### config.mk
export PLATFORM = sky130hd
export DESIGN_NAME = vrf_read_arbiter_rr
export DESIGN_NICKNAME = d
export VERILOG_FILES = /design/src/rtl/vrf_read_pkg.sv /design/src/rtl/rr_priority_picker.sv /design/src/rtl/vrf_read_arbiter_rr.sv
export SDC_FILE = /design/constraint.sdc
export NUM_CORES = 1
export LEC_CHECK = 0
export CELL_PAD_IN_SITES_DETAIL_PLACEMENT = 0
export CELL_PAD_IN_SITES_GLOBAL_PLACEMENT = 2
export CORE_MARGIN = 5
export CORE_UTILIZATION = 17
export CTS_CLUSTER_DIAMETER = 200
export DETAILED_ROUTE_END_ITERATION = 16
export PLACE_DENSITY = 0.81
export REMOVE_ABC_BUFFERS = 1
export SKIP_CTS_REPAIR_TIMING = 1
export SYNTH_ARGS = -nofsm -noshare
export SYNTH_HDL_FRONTEND = slang
export SYNTH_SLANG_ARGS = --single-unit
### constraint.sdc
create_clock -name clock -period 2.9 [get_ports clock]
set_input_delay 0.58 -clock clock [delete_from_list [all_inputs] [get_ports clock]]
set_output_delay 0.58 -clock clock [all_outputs]
set_load 0.005 [all_outputs]
### src/rtl/vrf_read_pkg.sv
// Shared types for the VRF read-port arbiter: request payload fields and their widths.
// No logic; used by the arbiter top and the testbench.
// No flow control here; the arbiter applies valid/ready.
package vrf_read_pkg;

  localparam int VS_W      = 5;
  localparam int SRC_W     = 2;
  localparam int OFF_W     = 7;
  localparam int IDX_INS_W = 3;
  localparam int REQ_W     = VS_W + SRC_W + OFF_W + IDX_INS_W;

  // One VRF read request as carried from a requester to the read port (17 bits).
  typedef struct packed {
    logic [VS_W-1:0]      vs;
    logic [SRC_W-1:0]     readSource;
    logic [OFF_W-1:0]     offset;
    logic [IDX_INS_W-1:0] instructionIndex;
  } vrf_read_req_t;

endpackage

### src/rtl/rr_priority_picker.sv
// Rotating-priority picker: first asserted req at or after ptr, wrapping modulo N.
// Purely combinational (0 cycles).
// No backpressure; the caller qualifies the grant with its own accept condition.
module rr_priority_picker #(
  parameter int N     = 4,
  parameter int IDX_W = (N > 1) ? $clog2(N) : 1
) (
  input  logic [N-1:0]     req,
  input  logic [IDX_W-1:0] ptr,
  output logic [N-1:0]     grant,
  output logic [IDX_W-1:0] grant_idx,
  output logic             any
);

  logic [2*N-1:0] dbl;
  logic [2*N-1:0] masked;
  int             pos;

  // Duplicate the request vector and keep only the N-bit window starting at ptr,
  // so a plain lowest-bit-first encode yields the round-robin winner.
  always_comb begin
    dbl = {req, req};
    for (int j = 0; j < 2*N; j++) begin
      masked[j] = dbl[j] && (j >= int'(ptr)) && (j < int'(ptr) + N);
    end
  end

  // Lowest set bit of the window, folded back into the 0..N-1 range.
  always_comb begin
    pos = 0;
    any = 1'b0;
    for (int j = 2*N-1; j >= 0; j--) begin
      if (masked[j]) begin
        pos = j;
        any = 1'b1;
      end
    end
    grant_idx = (pos >= N) ? IDX_W'(pos - N) : IDX_W'(pos);
    grant     = '0;
    for (int i = 0; i < N; i++) begin
      grant[i] = any && (grant_idx == IDX_W'(i));
    end
  end

endmodule

### src/rtl/vrf_read_arbiter_rr.sv
// Round-robin arbiter sharing one VRF read port among NUM_REQ requesters, registered output.
// Latency 1 cycle from input handshake to io_out_valid; one grant per cycle at full rate.
// Output stall (valid && !ready) holds the payload and drops every io_in_ready.
module vrf_read_arbiter_rr
  import vrf_read_pkg::*;
#(
  parameter int NUM_REQ = 4,
  parameter int IDX_W   = (NUM_REQ > 1) ? $clog2(NUM_REQ) : 1
) (
  input  logic                         clock,
  input  logic                         reset,
  input  logic [NUM_REQ-1:0]           io_in_valid,
  output logic [NUM_REQ-1:0]           io_in_ready,
  input  logic [NUM_REQ*VS_W-1:0]      io_in_bits_vs,
  input  logic [NUM_REQ*SRC_W-1:0]     io_in_bits_readSource,
  input  logic [NUM_REQ*OFF_W-1:0]     io_in_bits_offset,
  input  logic [NUM_REQ*IDX_INS_W-1:0] io_in_bits_instructionIndex,
  input  logic                         io_out_ready,
  output logic                         io_out_valid,
  output logic [VS_W-1:0]              io_out_bits_vs,
  output logic [SRC_W-1:0]             io_out_bits_readSource,
  output logic [OFF_W-1:0]             io_out_bits_offset,
  output logic [IDX_INS_W-1:0]         io_out_bits_instructionIndex,
  output logic [IDX_W-1:0]             io_out_grantIndex
);

  vrf_read_req_t        in_req [NUM_REQ];
  vrf_read_req_t        sel_req;
  vrf_read_req_t        out_q;
  logic                 out_vld_q;
  logic [IDX_W-1:0]     out_idx_q;
  logic [IDX_W-1:0]     ptr_q;
  logic [NUM_REQ-1:0]   win_gnt;
  logic [IDX_W-1:0]     win_idx;
  logic                 win_any;
  logic                 can_accept;
  logic                 take;

  rr_priority_picker #(.N(NUM_REQ), .IDX_W(IDX_W)) u_picker (
    .req       (io_in_valid),
    .ptr       (ptr_q),
    .grant     (win_gnt),
    .grant_idx (win_idx),
    .any       (win_any)
  );

  // Unpack the flat per-requester buses and mux out the winner's payload (one-hot select,
  // so the payload never feeds back into the ready path).
  always_comb begin
    sel_req = '0;
    for (int i = 0; i < NUM_REQ; i++) begin
      in_req[i].vs               = io_in_bits_vs[VS_W*i +: VS_W];
      in_req[i].readSource       = io_in_bits_readSource[SRC_W*i +: SRC_W];
      in_req[i].offset           = io_in_bits_offset[OFF_W*i +: OFF_W];
      in_req[i].instructionIndex = io_in_bits_instructionIndex[IDX_INS_W*i +: IDX_INS_W];
      if (win_gnt[i]) sel_req = in_req[i];
    end
  end

  assign can_accept  = !out_vld_q || io_out_ready;
  assign take        = !reset && can_accept && win_any;
  assign io_in_ready = (!reset && can_accept) ? win_gnt : '0;

  // Output stage: load on a new grant (even while the old one fires), clear valid on a bare fire.
  always_ff @(posedge clock) begin
    if (reset) begin
      out_vld_q <= 1'b0;
      out_q     <= '0;
      out_idx_q <= '0;
    end else if (take) begin
      out_vld_q <= 1'b1;
      out_q     <= sel_req;
      out_idx_q <= win_idx;
    end else if (io_out_ready) begin
      out_vld_q <= 1'b0;
    end
  end

  // Priority pointer advances past the winner only on an input handshake.
  always_ff @(posedge clock) begin
    if (reset) begin
      ptr_q <= '0;
    end else if (take) begin
      ptr_q <= (win_idx == IDX_W'(NUM_REQ - 1)) ? '0 : win_idx + 1'b1;
    end
  end

  assign io_out_valid                 = out_vld_q;
  assign io_out_bits_vs               = out_q.vs;
  assign io_out_bits_readSource       = out_q.readSource;
  assign io_out_bits_offset           = out_q.offset;
  assign io_out_bits_instructionIndex = out_q.instructionIndex;
  assign io_out_grantIndex            = out_idx_q;

endmodule

==> flow_metrics.env <==
export IMPL_grt_ovfl_total=0
export IMPL_yosys_most_used_dff="dfxtp_1"
export IMPL_fmax_mhz=354
export IMPL_antenna_found_initial=0
export IMPL_finalSetupViolCount=0
export IMPL_crit_arrival_ps=2250
export IMPL_yosys_warnings=0
export IMPL_path_clk_slew_ps=80
export IMPL_ys_ff_latch=22
export IMPL_peakVddDrop_mv=0.125
export IMPL_design_area_sq_um=2540
export IMPL_ctsHtreeMaxLevel=1
export IMPL_setup_worst_path_start_class="input port"
export IMPL_crit_fanout=3
export IMPL_slowest_delay_ps=440
export IMPL_status="finished clean"
export IMPL_wire_per_inst_microns=15.6
export IMPL_vias=1574
export IMPL_synth_top_cell_by_area="dfxtp_1"
export IMPL_port_buffers=98
export IMPL_n_fill_cell=793
export IMPL_routed_wl_microns=5530
export IMPL_final_cells=354
export IMPL_fin_tns_setup_ps=0
export IMPL_grt_first_pass_wirelength_microns=8810
export IMPL_dp_final_hpwl_microns=4140
export IMPL_slew_viol_final=0
export IMPL_dieArea_sq_um=9550
export IMPL_synth_edff_count=0
export IMPL_numClockSinks=22
export IMPL_viasPerCell=4.45
export IMPL_placed_cells=351
export IMPL_final_hold_violation_count=0
export IMPL_clk_latency_ps=260
export IMPL_power_density_nw_per_um2=477
export IMPL_worstSetupPathType="input port to output pin"
export IMPL_relSlewSlack_pct=73.1
export IMPL_hp_class="register to register"
export IMPL_drtAntennaViolNets=0
export IMPL_cts_tree="yes"
export IMPL_syn_to_final_growth_pct=94.6
export IMPL_whs_ps=493
export IMPL_yosys_top_cells_area="dfxtp_1 34%, a221oi_1 11%, nand3b_1 11%"
export IMPL_synthDistinctLibCells=28
export IMPL_worstMarginPinSlew_ps=403
export IMPL_fin_util_pct=33.5
export IMPL_critPathCaptureType="output pin"
export IMPL_initial_core_util_pct=17.2
export IMPL_detail_route_first_pass_iterations=4
export IMPL_coreArea_sq_um=7610
export IMPL_required_ps=2320
export IMPL_num_rows=32
export IMPL_nets=333
export IMPL_syn_inst=146
export IMPL_rsz0062_at_grt="yes"
export IMPL_finalCritPeriodShare_pct=97.5
export IMPL_yosysSeqAreaShare_pct=33.7
export IMPL_critPathSlowestCell="clkdlybuf4s50_1"
export IMPL_finalCriticalPeriod_ps=2830
export IMPL_p_leak_nw=0.988
export IMPL_grt_util_all_layers_pct=11.3
export IMPL_layout_drive_gt1_share_pct=11.5
export IMPL_grt_max_degree=39
export IMPL_drc_errors=0
export IMPL_num_io_pins=99
export IMPL_clockBufferDepth=2
export IMPL_die_height_microns=97.7
export IMPL_grt_pass1_vias=1640
export IMPL_ys_async_sr_fraction_pct=0
export IMPL_cts_buffers=3
export IMPL_max_cap_violations=0
export IMPL_clockRootBuffer="clkbuf_8"
export IMPL_synth_area_sq_um=1310
export IMPL_fin_worst_skew_ps=4.10
export IMPL_antenna_diode_count=0
export IMPL_regArea_sq_um=440
export IMPL_worst_path_buf_inv=3
export IMPL_multi_input_area_sq_um=772
export IMPL_rrSetupSlack_ps=330
export IMPL_place_gp_congestion=0.753
export IMPL_syn_avg_cell_area_sq_um=8.96
export IMPL_die_width_microns=97.7
export IMPL_path_cells="clkdlybuf4s50_1 > mux2i_1 > nor2_1 > or3_1 > buf_4 > ha_1 > and2_1 > dlymetal6s2s_1"
export IMPL_yosysTopAreaCellShare_pct=33.7
export IMPL_placed_cell_area_sq_um=2490
export IMPL_crit_family="buffers and inverters"
export IMPL_drt_iter0_drc=41
-- area by class of cell --
class                           instances  area share, %
Inverter                                4          0.590
Clock buffer                            3           1.62
Timing Repair Buffer                  117           45.1
Sequential cell                        22           17.3
Tap cell                              102           5.01
Multi-Input combinational cell        106           30.3
-- state kept, by name (all words and copies together) (netlist names) --
signal	count
io_out_bits_offset	7
io_out_bits_vs	5
io_out_bits_instructionIndex	3
io_out_bits_readSource	2
io_out_grantIndex	2
ptr_q	2
io_out_valid	1
-- tightest hold or removal path: stages, from the launching register on --
cell and delay, ps:
dfxtp_1 320, nand3b_1 70, o31ai_1 60
-- per-stage QoR --
stage               setup slack [ps]  total power [mW]
floorplan                        416             0.646
global placement                -247              1.03
detailed placement              -260              1.03
CTS                             -260              1.25
global route                   -1.72              1.30
finish                          71.2              1.21
-- power breakdown --
group	total (mW)	internal [mW]	switching, mW
logic	0.608	0.356	0.252
clock network	0.201	0.0929	0.108
registers	0.405	0.368	0.0376
total	1.21	0.817	0.398
-- layout by cell type, fill, tap and decap left out, types with 2 or more instances in the layout --
master,instances
nand3b_1,19
clkdlybuf4s50_1,93
nand2_1,3
o31ai_1,17
nand2b_1,2
a221oi_1,17
and2_1,3
buf_4,18
clkbuf_8,3
dlymetal6s2s_1,5
a21oi_1,3
dfxtp_1,22
ha_1,4
o22ai_1,18
nor2b_1,4
inv_1,2
o21ai_2,2
nor2_1,5
inv_2,2
-- cells by family after synthesis --
group                      after synthesis  synth area share, %
muxes                                    1                0.766
DFF                                     22                 33.7
adders and majority gates                4                 3.83
AOI/OAI and AO/OA                       60                 33.8
buffers and inverters                   18                 7.27
and+or+nand+nor                         41                 20.7
-- path summary, 6_finish.rpt --
check	start	to	cells past startpoint
max	io_in_valid[2]	io_in_ready[2]	8
min	io_out_bits_readSource[0]	io_out_bits_readSource[0]	2
max reg2reg	ptr_q[1]	io_out_bits_vs[3]	9
min reg2reg	io_out_bits_readSource[0]	io_out_bits_readSource[0]	2
-- per-layer routing --
| metal | GRT usage, % | wire (microns) | vias up |
|---|---|---|---|
| li1 | - | - | 799 |
| met1 | 15.1 | 2670 | 714 |
| met2 | 18.5 | 2520 | 61 |
| met3 | 3.16 | 343 | 0 |
| met4 | 1.92 | 0 | 0 |
| met5 | 0 | 0 | - |
-- cell usage after synthesis, types with 2 or more instances --
master	n
o22ai_1	18
nand3b_1	19
nand2b_1	2
o21ai_2	2
nand2_1	3
clkbuf_1	7
and2_1	3
nor2b_1	4
buf_6	3
inv_1	3
o31ai_1	17
a221oi_1	17
nor2_1	5
ha_1	4
buf_2	3
dfxtp_1	22
a21oi_1	3
(Power assumes the default switching activity.)
